--- src/rtl/reg_sel_decoder_pkg.sv ---
// reg_sel_decoder_pkg: shared state encoding and one-hot helper for register-select logic
package reg_sel_decoder_pkg;
  localparam int MAX_SEL_W = 8;
  localparam int MAX_OUT_W = 1 << MAX_SEL_W;
  typedef enum logic {IDLE, SWEEP} state_t;
  // Only the low sel_w bits of idx are used; the result is sized for the widest supported select.
  function automatic logic [MAX_OUT_W-1:0] onehot(input logic [MAX_SEL_W-1:0] idx, input int unsigned sel_w);
    logic [MAX_SEL_W-1:0] w_mask;
    w_mask = MAX_SEL_W'((32'd1 << sel_w) - 32'd1);
    return MAX_OUT_W'(1) << (idx & w_mask);
  endfunction
endpackage

--- src/rtl/reg_sel_decoder_onehot_dec.sv ---
// onehot_dec: combinational SEL_W-to-2**SEL_W one-hot decoder
module onehot_dec
  import reg_sel_decoder_pkg::*;
#(
  parameter int SEL_W = 4
) (
  input  logic [SEL_W-1:0]      i_sel,
  output logic [(1<<SEL_W)-1:0] o_onehot
);
  localparam int OUT_W = 1 << SEL_W;
  assign o_onehot = OUT_W'(onehot(MAX_SEL_W'(i_sel), SEL_W));
endmodule

--- src/rtl/reg_sel_decoder.sv ---
// reg_sel_decoder: registered one-hot register-select decoder with full-range sweep mode
module reg_sel_decoder
  import reg_sel_decoder_pkg::*;
#(
  parameter int SEL_W     = 4,
  parameter bit HOLD_LAST = 1'b0
) (
  input  logic                  clk,
  input  logic                  clr_n,
  input  logic [SEL_W-1:0]      dec_input,
  input  logic                  dec_en,
  input  logic                  sweep_start,
  output logic [(1<<SEL_W)-1:0] dec_output,
  output logic                  dec_valid,
  output logic                  sweep_busy,
  output logic                  sweep_done
);
  localparam int OUT_W = 1 << SEL_W;
  state_t           r_state;
  logic [SEL_W-1:0] r_cnt;
  logic [SEL_W-1:0] w_sel;
  logic [OUT_W-1:0] w_onehot;
  // The counter stays at zero in IDLE, but a starting sweep forces index 0 explicitly.
  assign w_sel = (r_state == SWEEP) ? r_cnt : (sweep_start ? '0 : dec_input);
  onehot_dec #(.SEL_W(SEL_W)) u_dec (
    .i_sel   (w_sel),
    .o_onehot(w_onehot)
  );
  // Mode FSM: sweep start beats decode in IDLE; all requests are ignored while sweeping.
  always_ff @(posedge clk or negedge clr_n) begin
    if (!clr_n) begin
      r_state    <= IDLE;
      r_cnt      <= '0;
      dec_output <= '0;
      dec_valid  <= 1'b0;
      sweep_busy <= 1'b0;
      sweep_done <= 1'b0;
    end else if (r_state == SWEEP) begin
      dec_output <= w_onehot;
      dec_valid  <= 1'b1;
      sweep_busy <= 1'b1;
      r_cnt      <= r_cnt + SEL_W'(1);
      sweep_done <= (r_cnt == '1);
      if (r_cnt == '1) r_state <= IDLE;
    end else begin
      sweep_done <= 1'b0;
      sweep_busy <= sweep_start;
      dec_valid  <= sweep_start | dec_en;
      if (sweep_start) begin
        r_state    <= SWEEP;
        r_cnt      <= SEL_W'(1);
        dec_output <= w_onehot;
      end else if (dec_en) begin
        dec_output <= w_onehot;
      end else if (!HOLD_LAST) begin
        dec_output <= '0;
      end
    end
  end
endmodule

--- config.mk ---
export PLATFORM = sky130hd
export DESIGN_NAME = reg_sel_decoder
export DESIGN_NICKNAME = d
export VERILOG_FILES = /design/src/rtl/reg_sel_decoder_pkg.sv /design/src/rtl/reg_sel_decoder_onehot_dec.sv /design/src/rtl/reg_sel_decoder.sv
export SDC_FILE = /design/constraint.sdc
export NUM_CORES = 1
export LEC_CHECK = 0
export CORE_MARGIN = 2
export CORE_UTILIZATION = 46
export DETAILED_ROUTE_END_ITERATION = 8
export PLACE_DENSITY = 0.75
export SLEW_MARGIN = 10
export SYNTH_ARGS = -nofsm -noshare
export SYNTH_HDL_FRONTEND = slang
export SYNTH_SLANG_ARGS = --single-unit
--- constraint.sdc ---
create_clock -name clk -period 1.3 [get_ports clk]
set_input_delay 0.39 -clock clk [delete_from_list [all_inputs] [get_ports clk]]
set_output_delay 0.39 -clock clk [all_outputs]
set_load 0.02 [all_outputs]
# Word-level counts from Yosys, hierarchy flattened
# Cells that the tools add are included.
[classes] n_eq_ne=1 n_shift=1 bitwise_logic=1 addsub=1 mux=13 reduce_logical=1
[op_table] operator="$mux W16" count=3
[op_table] operator="$mux W4" count=4
[op_table] operator="$shl A1 B4 Y16 const A" count=1
[op_table] operator="$mux W1" count=6
[op_table] operator="$add A4 B1 Y4 const B" count=1
[op_table] operator="$eq A4 B4 Y1 const B" count=1
[op_table] operator="$reduce_bool A2 Y1" count=1
[op_table] operator="$or A1 B1 Y1" count=1
[totals] ff_bits=24 input_bits=8 output_inout_bits=19

# Logic depth before layout (Yosys ltp)
# Gate-level depths: netlist of the first run.
[depth] ltp_word=6 mapped_depth=4

# Modules after synthesis
# From an unflattened synthesis of the first run, not the netlist that was laid out.
[unflattened] hier_cells=81 area_unflattened_um2=1097.3
[by_module_without_submodules] mod="reg_sel_decoder" n_inst=1 cells_per_inst=61 area_each_um2=870.8
[by_module_without_submodules] mod="onehot_dec" n_inst=1 cells_per_inst=20 area_each_um2=226.5

# Worst setup path before layout of the first run
# Ideal clock, no wire load.
[synth_timing] path_kind="register to register" start="register r_state" end="register dec_output[4]" t_arrival_ns=1.020 slack_ns=0.144 synth_period_minus_slack_ns=1.156 path_stages_with_launch=5 required_ns=1.165 path_buffers=2 path_cell_list="dfrtp_1 buf_6 buf_6 a22oi_1 nor3_1"
[synth_between] elab_chain_len=5
[synth_rtl] item="start, declared" line="reg_sel_decoder.sv:19" source="state_t r_state;"
[synth_rtl] item="start signal, assigned" line="reg_sel_decoder.sv:32" source="r_state <= IDLE;"
[synth_rtl] item="start signal, assigned" line="reg_sel_decoder.sv:44" source="if (r_cnt == '1) r_state <= IDLE;"
[synth_rtl] item="start signal, assigned" line="reg_sel_decoder.sv:50" source="r_state <= SWEEP;"
[synth_rtl] item="$mux W4" line="reg_sel_decoder.sv:24" source="assign w_sel = (r_state == SWEEP) ? r_cnt : (sweep_start ? '0 : dec_input);"
[synth_rtl] item="$shl A1 B4 Y16" line="reg_sel_decoder_pkg.sv:10" source="return MAX_OUT_W'(1) << (idx & w_mask);"
[synth_rtl] item="$mux W16" line="reg_sel_decoder.sv:53" source="end else if (dec_en) begin"
[synth_rtl] item="$mux W16" line="reg_sel_decoder.sv:49" source="if (sweep_start) begin"
[synth_rtl] item="$mux W16 (*)" line="reg_sel_decoder.sv:38" source="end else if (r_state == SWEEP) begin"
[synth_rtl] item="end signal, assigned" line="reg_sel_decoder.sv:39" source="dec_output <= w_onehot;"
[synth_rtl] item="end signal, assigned" line="reg_sel_decoder.sv:52" source="dec_output <= w_onehot;"
[synth_rtl] item="end signal, assigned" line="reg_sel_decoder.sv:54" source="dec_output <= w_onehot;"
[synth_rtl] item="end, declared" line="reg_sel_decoder.sv:13" source="output logic [(1<<SEL_W)-1:0] dec_output,"
# Mark *: on every way between the ends. The rest lies on a longest branch, timed or not.
# A chain may end at the register's enable or synchronous reset.

# Worst setup path after layout of the first run
[layout_timing] start="input port dec_input[0]" end="register dec_output[2]"
[layout_between] elab_chain_len=6
[layout_rtl] item="start, declared" line="reg_sel_decoder.sv:10" source="input logic [SEL_W-1:0] dec_input,"
[layout_rtl] item="$mux W4 (*) (2 in series)" line="reg_sel_decoder.sv:24"
[layout_rtl] item="$shl A1 B4 Y16 (*)" line="reg_sel_decoder_pkg.sv:10"
[layout_rtl] item="$mux W16" line="reg_sel_decoder.sv:53"
[layout_rtl] item="$mux W16" line="reg_sel_decoder.sv:49"
[layout_rtl] item="$mux W16 (*)" line="reg_sel_decoder.sv:38"
# Marked as above.

==> flow_metrics.tcl, run 1 <==
set metrics [dict create \
    outcome "finished clean" \
    routabilityCongestion 0.768 \
    relSlewSlack 0.769 \
    place.detailed.instances 139 \
    postCtsHoldBufs 0 \
    synth_commonest_cells "24 x dfrtp_1, 17 x nor3_1, 3 x a22o_1" \
    root_buffer "clkbuf_4" \
    start_util 0.489 \
    clock_tree.buffer_depth 2 \
    main_combinational_cell_family_by_area_after_synthesis "simple AND/OR/NAND/NOR gates" \
    max_cap_violations 0 \
    worst_clock_skew_ps 2.86 \
    final_layout_size_suffix_gt1_frac 0.407 \
    final_nets 128 \
    insertedDiodeCount 0 \
    async_reset_ff_frac 1.00 \
    final_design_area_no_fill_mm2 0.00132 \
    cts_num_sinks 24 \
    timing_worst_slew_pin_value_ps 344 \
    syn_to_final_growth_pct 35.8 \
    synthMostInstantiatedCell "dfrtp_1" \
    dieArea_mm2 0.00249 \
    tot_pwr_mw 3.11 \
    hp-class "primary input to asynchronous set/reset pin" \
    drt_first_pass_iters 6 \
    cts_buffers 3 \
    unrepaired_setup_endpoints_after_global_routing "true" \
    yosys_register_bits 24 \
    synthesized_area_fraction_occupied_by_xor_and_xnor_cells 0.0181 \
    synth.cell_area_um2 968 \
    synth.lib_cells_used.distinct 30 \
    cp_data_required_time_ps 1540 \
    path_class "primary input to flop" \
    dpl.hpwl_um 1270 \
    port_buffers 26 \
    grt_max_degree 25 \
    worst_hold_slack_ps 408 \
    post_synth_inst_count 77 \
    floorplan_core_area_mm2 0.00198 \
    vdd.ir_drop.worst_uv 1300 \
    post-synth-top-area-cell "dfrtp_1" \
    detailedPlace.worstSlack_ps -419 \
    cellPowerDensity_mw_per_mm2 2360 \
    core.rowCount 16 \
    via_count_of_the_first_global_routing_pass 685 \
    timing.final.crit_period_ps 1270 \
    worst-path-max-fanout 4 \
    static-leakage-power_nw 0.642 \
    synth.mux.area_fraction 0 \
    synth-simple-area-share 0.191 \
    timing.final.setup_violations 0 \
    clk_latency_ps 320 \
    seq_area_frac_synth 0.620 \
    antenna_found_initial 0 \
    syn_avg_cell_area_um2 12.6 \
    drt-total-wl_um 1820 \
    detail_route.iter0.violations 8 \
    gr-total-overflow 0 \
    setup_total_negative_slack_ps 0 \
    tritoncts "yes" \
    cp.arrival_ps 1510 \
    worst_setup_path_start_kind "primary input" \
    ys_top_cells_by_area "dfrtp_1 62%, nor3_1 8.8%, a22o_1 2.7%" \
    max_clock_freq_mhz 785 \
    drt_drc_violations_left 0 \
    synth_top_area_frac 0.620 \
    finalHoldViolations 0 \
    final.setup.worst_slack_ps 26.5 \
    critPathCaptureType "flop" \
    viasPerCell 5.13 \
    instances_no_fill 145 \
    layout_worst_path_cycle_share 0.980 \
    groute.usage.overall 0.153 \
    die_w_um 49.9 \
    global_route_wire_length_before_repair_um 2850 \
    ys.flop_type "dfrtp_1" \
    h_tree_depth 1 \
    synth_compound_area_frac 0.127 \
    yosys_warning_total 0 \
    ioPinCount 27 \
    final_max_slew_viol_count 0 \
    clkSlewWorstSetupHoldPaths_ps 120 \
    route.vias.total 744 \
    detailed_place.area_mm2 0.00134 \
    postSynthNetCount 86 \
    post_synth_fa_ha_maj_area_fraction 0.0129 \
    utilization 0.664 \
    wl_per_instance_um 12.6 \
    synth-edff-count 0 \
    die-height_um 49.9 \
    postRouteAntennaNets 0 \
    ff2ff_path_depth 3 \
]
==> report_power, final <==
group / leakage (nW) / switching (mW) / internal, mW
Combinational: 0.314 / 0.900 / 0.647
Clock: 0.0210 / 0.219 / 0.171
Sequential: 0.308 / 0.173 / 0.995
==> state kept, by name (all words and copies together) (netlist names) <==
signal and count:
sweep_done 1, r_state 1, sweep_busy 1, dec_valid 1, dec_output 16, r_cnt 4
==> cell type report <==
type / instances / area [um^2]
Fill cell: 155 / 667
Clock buffer: 4 / 36.3
Sequential cell: 24 / 602
Timing Repair Buffer: 39 / 274
Inverter: 2 / 7.51
Multi-Input combinational cell: 49 / 362
Tap cell: 27 / 33.8
==> placed cells by master, fill, tap and decap left out, types with 2 or more instances in the layout <==
cell type,netlist,routed
a22o_1,3,3
buf_2,0,19
buf_4,0,11
clkbuf_4,0,3
clkdlybuf4s50_1,0,5
dfrtp_1,24,23
nand2_1,2,2
nand2b_1,2,2
nor2_1,2,2
nor3_1,17,13
nor3_2,0,4
o21ai_0,2,2
==> worst max-delay path, stage by stage <==
cell,delay [ps]
clkdlybuf4s50_1,440
buf_4,150
o31a_1,340
nor3_1,190
==> worst paths after layout <==
check | start | slack (ps) | to
min reg2reg | r_cnt[3] | 580 | r_cnt[3]
max reg2reg | r_state | 50 | dec_output[2]
min in group clk | r_cnt[3] | 580 | r_cnt[3]
max | dec_input[0] | 30 | dec_output[2]
min | clr_n | 410 | dec_output[1]
max in group asynchronous | clr_n | 750 | r_state
==> repair_timing <==
action,CTS,global route
pin swaps,0,2
buffers inserted,0,2
cloned,0,0
gates resized for setup,78,6
endpoints found under the setup margin,35,11
==> routing by layer <==
layer  track usage  part of all wire  vias up  wire length, um
met4        0.0694             0.015        0               27
met2         0.276              0.49       28              899
li1              -                 -      363                -
met1         0.173              0.42      350              771
met3        0.0303             0.068        3              123
met5             0                 0        -                0
==> kinds of logic (layout without fill, tap and decap cells) <==
group,count (synthesis),after routing
AO/OA/AOI/OAI,15,15
XOR/XNOR,2,2
buffers and inverters,4,45
flip-flops,24,24
adder cells (fa/ha/maj),1,1
AND/OR/NAND/NOR,31,31
Note: power is estimated with default switching activity, not from simulation.
==> inputs of run 2 (changes only) <==
Settings changed: TNS_END_PERCENT set to 50.
==> run 2 against run 1 <==
Net effect:
- design area decreased by 0.38%
- register-to-register slack is essentially flat
- worst setup slack improved by 2.5 ps
- die area unchanged
- non-clock buffer count unchanged
- count of clock-buffer cells in the layout unchanged
- highest routed layer unchanged
- utilization is 0.25 points lower
==> flow_metrics.tcl, run 2 (synthesis results as in run 1) <==
set metrics [dict create \
    final_nets 128 \
    unrepaired_setup_endpoints_after_global_routing "true" \
    clock_tree.buffer_depth 2 \
    gr-total-overflow 0 \
    tritoncts "yes" \
    dieArea_mm2 0.00249 \
    critical_path_buf_inv_count 2 \
    path_class "primary input to flop" \
    place.detailed.instances 139 \
    groute.usage.overall 0.153 \
    via_count_of_the_first_global_routing_pass 685 \
    worst_setup_path_endpoint "dec_output[2]" \
    slowest_cell_on_the_critical_path "clkdlybuf4s50_1" \
    rrSetupSlack_ps 50 \
    dpl.hpwl_um 1270 \
    detailedPlace.worstSlack_ps -419 \
    postRouteAntennaNets 0 \
    cts_buffers 3 \
    global_route_wire_length_before_repair_um 2850 \
    crit_family "buffers and inverters" \
    netSwitchingPower_mw 1.28 \
    r2r-start "r_state" \
    syn_to_final_growth_pct 35.3 \
    ff2ff_path_depth 3 \
    timing.final.setup_violations 0 \
    timing.final.crit_period_ps 1270 \
    biggest_register "dec_output" \
    tot_pwr_mw 3.09 \
    final_layout_size_suffix_gt1_frac 0.398 \
    cp.arrival_ps 1510 \
    largest_registers "dec_output (16), r_cnt (4)" \
    relSlewSlack 0.769 \
    instances_no_fill 145 \
    layout_worst_path_cycle_share 0.978 \
    cts_num_sinks 24 \
    layout.cells.most_common "dfrtp_1" \
    finalHoldViolations 0 \
    critical-path-max-stage-delay_ps 440 \
    core.rowCount 16 \
    most-common-layout-cells "23 x dfrtp_1, 19 x buf_2, 14 x nor3_1, 11 x buf_4, 5 x clkdlybuf4s50_1" \
    start_util 0.489 \
    drt-total-wl_um 1830 \
    outcome "finished clean" \
    crit_cells 4 \
    floorplan_core_area_mm2 0.00198 \
    largest_register_ffs 16 \
    crit_chain "clkdlybuf4s50_1, buf_4, o31a_1, nor3_1" \
    max_cap_violations 0 \
    grt_max_degree 25 \
    worst_setup_path_start_kind "primary input" \
    power.sequential.fraction 0.378 \
    postCtsHoldBufs 0 \
    final_max_slew_viol_count 0 \
    h_tree_depth 1 \
    worst_clock_skew_ps 2.90 \
    drt_drc_violations_left 0 \
    insertedDiodeCount 0 \
    clk_latency_ps 320 \
    cp_data_required_time_ps 1540 \
    hp-class "primary input to asynchronous set/reset pin" \
    cellPowerDensity_mw_per_mm2 2360 \
    route.vias.total 753 \
    root_buffer "clkbuf_4" \
    detail_route.iter0.violations 5 \
    clock_power_share 0.126 \
    worst_setup_path_startpoint "dec_input[0]" \
    timing_worst_slew_pin_value_ps 344 \
    wl_per_instance_um 12.6 \
    final.setup.worst_slack_ps 28.9 \
    static-leakage-power_nw 0.641 \
    final-seq-area_um2 602 \
    worst-path-max-fanout 4 \
    routabilityCongestion 0.768 \
    rr_endpoint "dec_output[2]" \
    viasPerCell 5.19 \
    comb_power_share 0.496 \
    die-height_um 49.9 \
    utilization 0.661 \
    die_w_um 49.9 \
    ioPinCount 27 \
    clkSlewWorstSetupHoldPaths_ps 120 \
    max_clock_freq_mhz 787 \
    drt_first_pass_iters 6 \
    fillerInstances 156 \
    p_sw_frac 0.415 \
    port_buffers 26 \
    multi_input_logic_area_um2 357 \
    setup_total_negative_slack_ps 0 \
    antenna_found_initial 0 \
    critPathCaptureType "flop" \
    cellInternalPower_mw 1.81 \
    vdd.ir_drop.worst_uv 1310 \
]
## run 2: cell type report
class,count,share of cell area
multi-input combinational,49,0.272
sequential,24,0.459
clock buffer,4,0.0277
timing repair buffer,39,0.209
inverter,2,0.00573
tap,27,0.0258
## run 2: metrics by stage
step,hold slack [ps],instance area (um^2)
floorplan,94.4,968
global placement,536,1340
detailed placement,546,1340
CTS,410,1280
global route,405,1310
finish,407,1310
## run 2: worst min path at each step
stage	to	cells after the start	start	slack [ps]
final	dec_output[1]	2	clr_n	410
after global routing	dec_output[3]	2	clr_n	410
after CTS	dec_output[7]	2	clr_n	410
after detailed placement	r_cnt[3]	1	r_cnt[3]	550
after global placement	r_cnt[3]	1	r_cnt[3]	540
after floorplan	dec_output[0]	0	clr_n	90
## run 2: power by group through the flow
stage	Combinational, mW	Clock [mW]	Sequential (mW)
global route	1.66	0.424	1.20
detailed placement	1.61	0	1.20
floorplan	0.783	0	1.38
CTS	1.45	0.394	1.18
finish	1.53	0.391	1.17
global placement	1.59	0	1.19
## run 2: timing repair
| item | 4_1_cts | 5_1_grt |
|---|---|---|
| endpoints found under the setup margin | 35 | 11 |
| cloned | 0 | 0 |
| pin swaps | 0 | 2 |
| setup buffers | 0 | 2 |
| resized for setup | 78 | 5 |
## run 2: layer usage
layer / global-route usage / up-vias / routed length (um)
li1: - / 362 / -
met1: 0.173 / 354 / 801
met2: 0.276 / 30 / 868
met3: 0.0303 / 7 / 122
met4: 0.0694 / 0 / 41
met5: 0 / - / 0
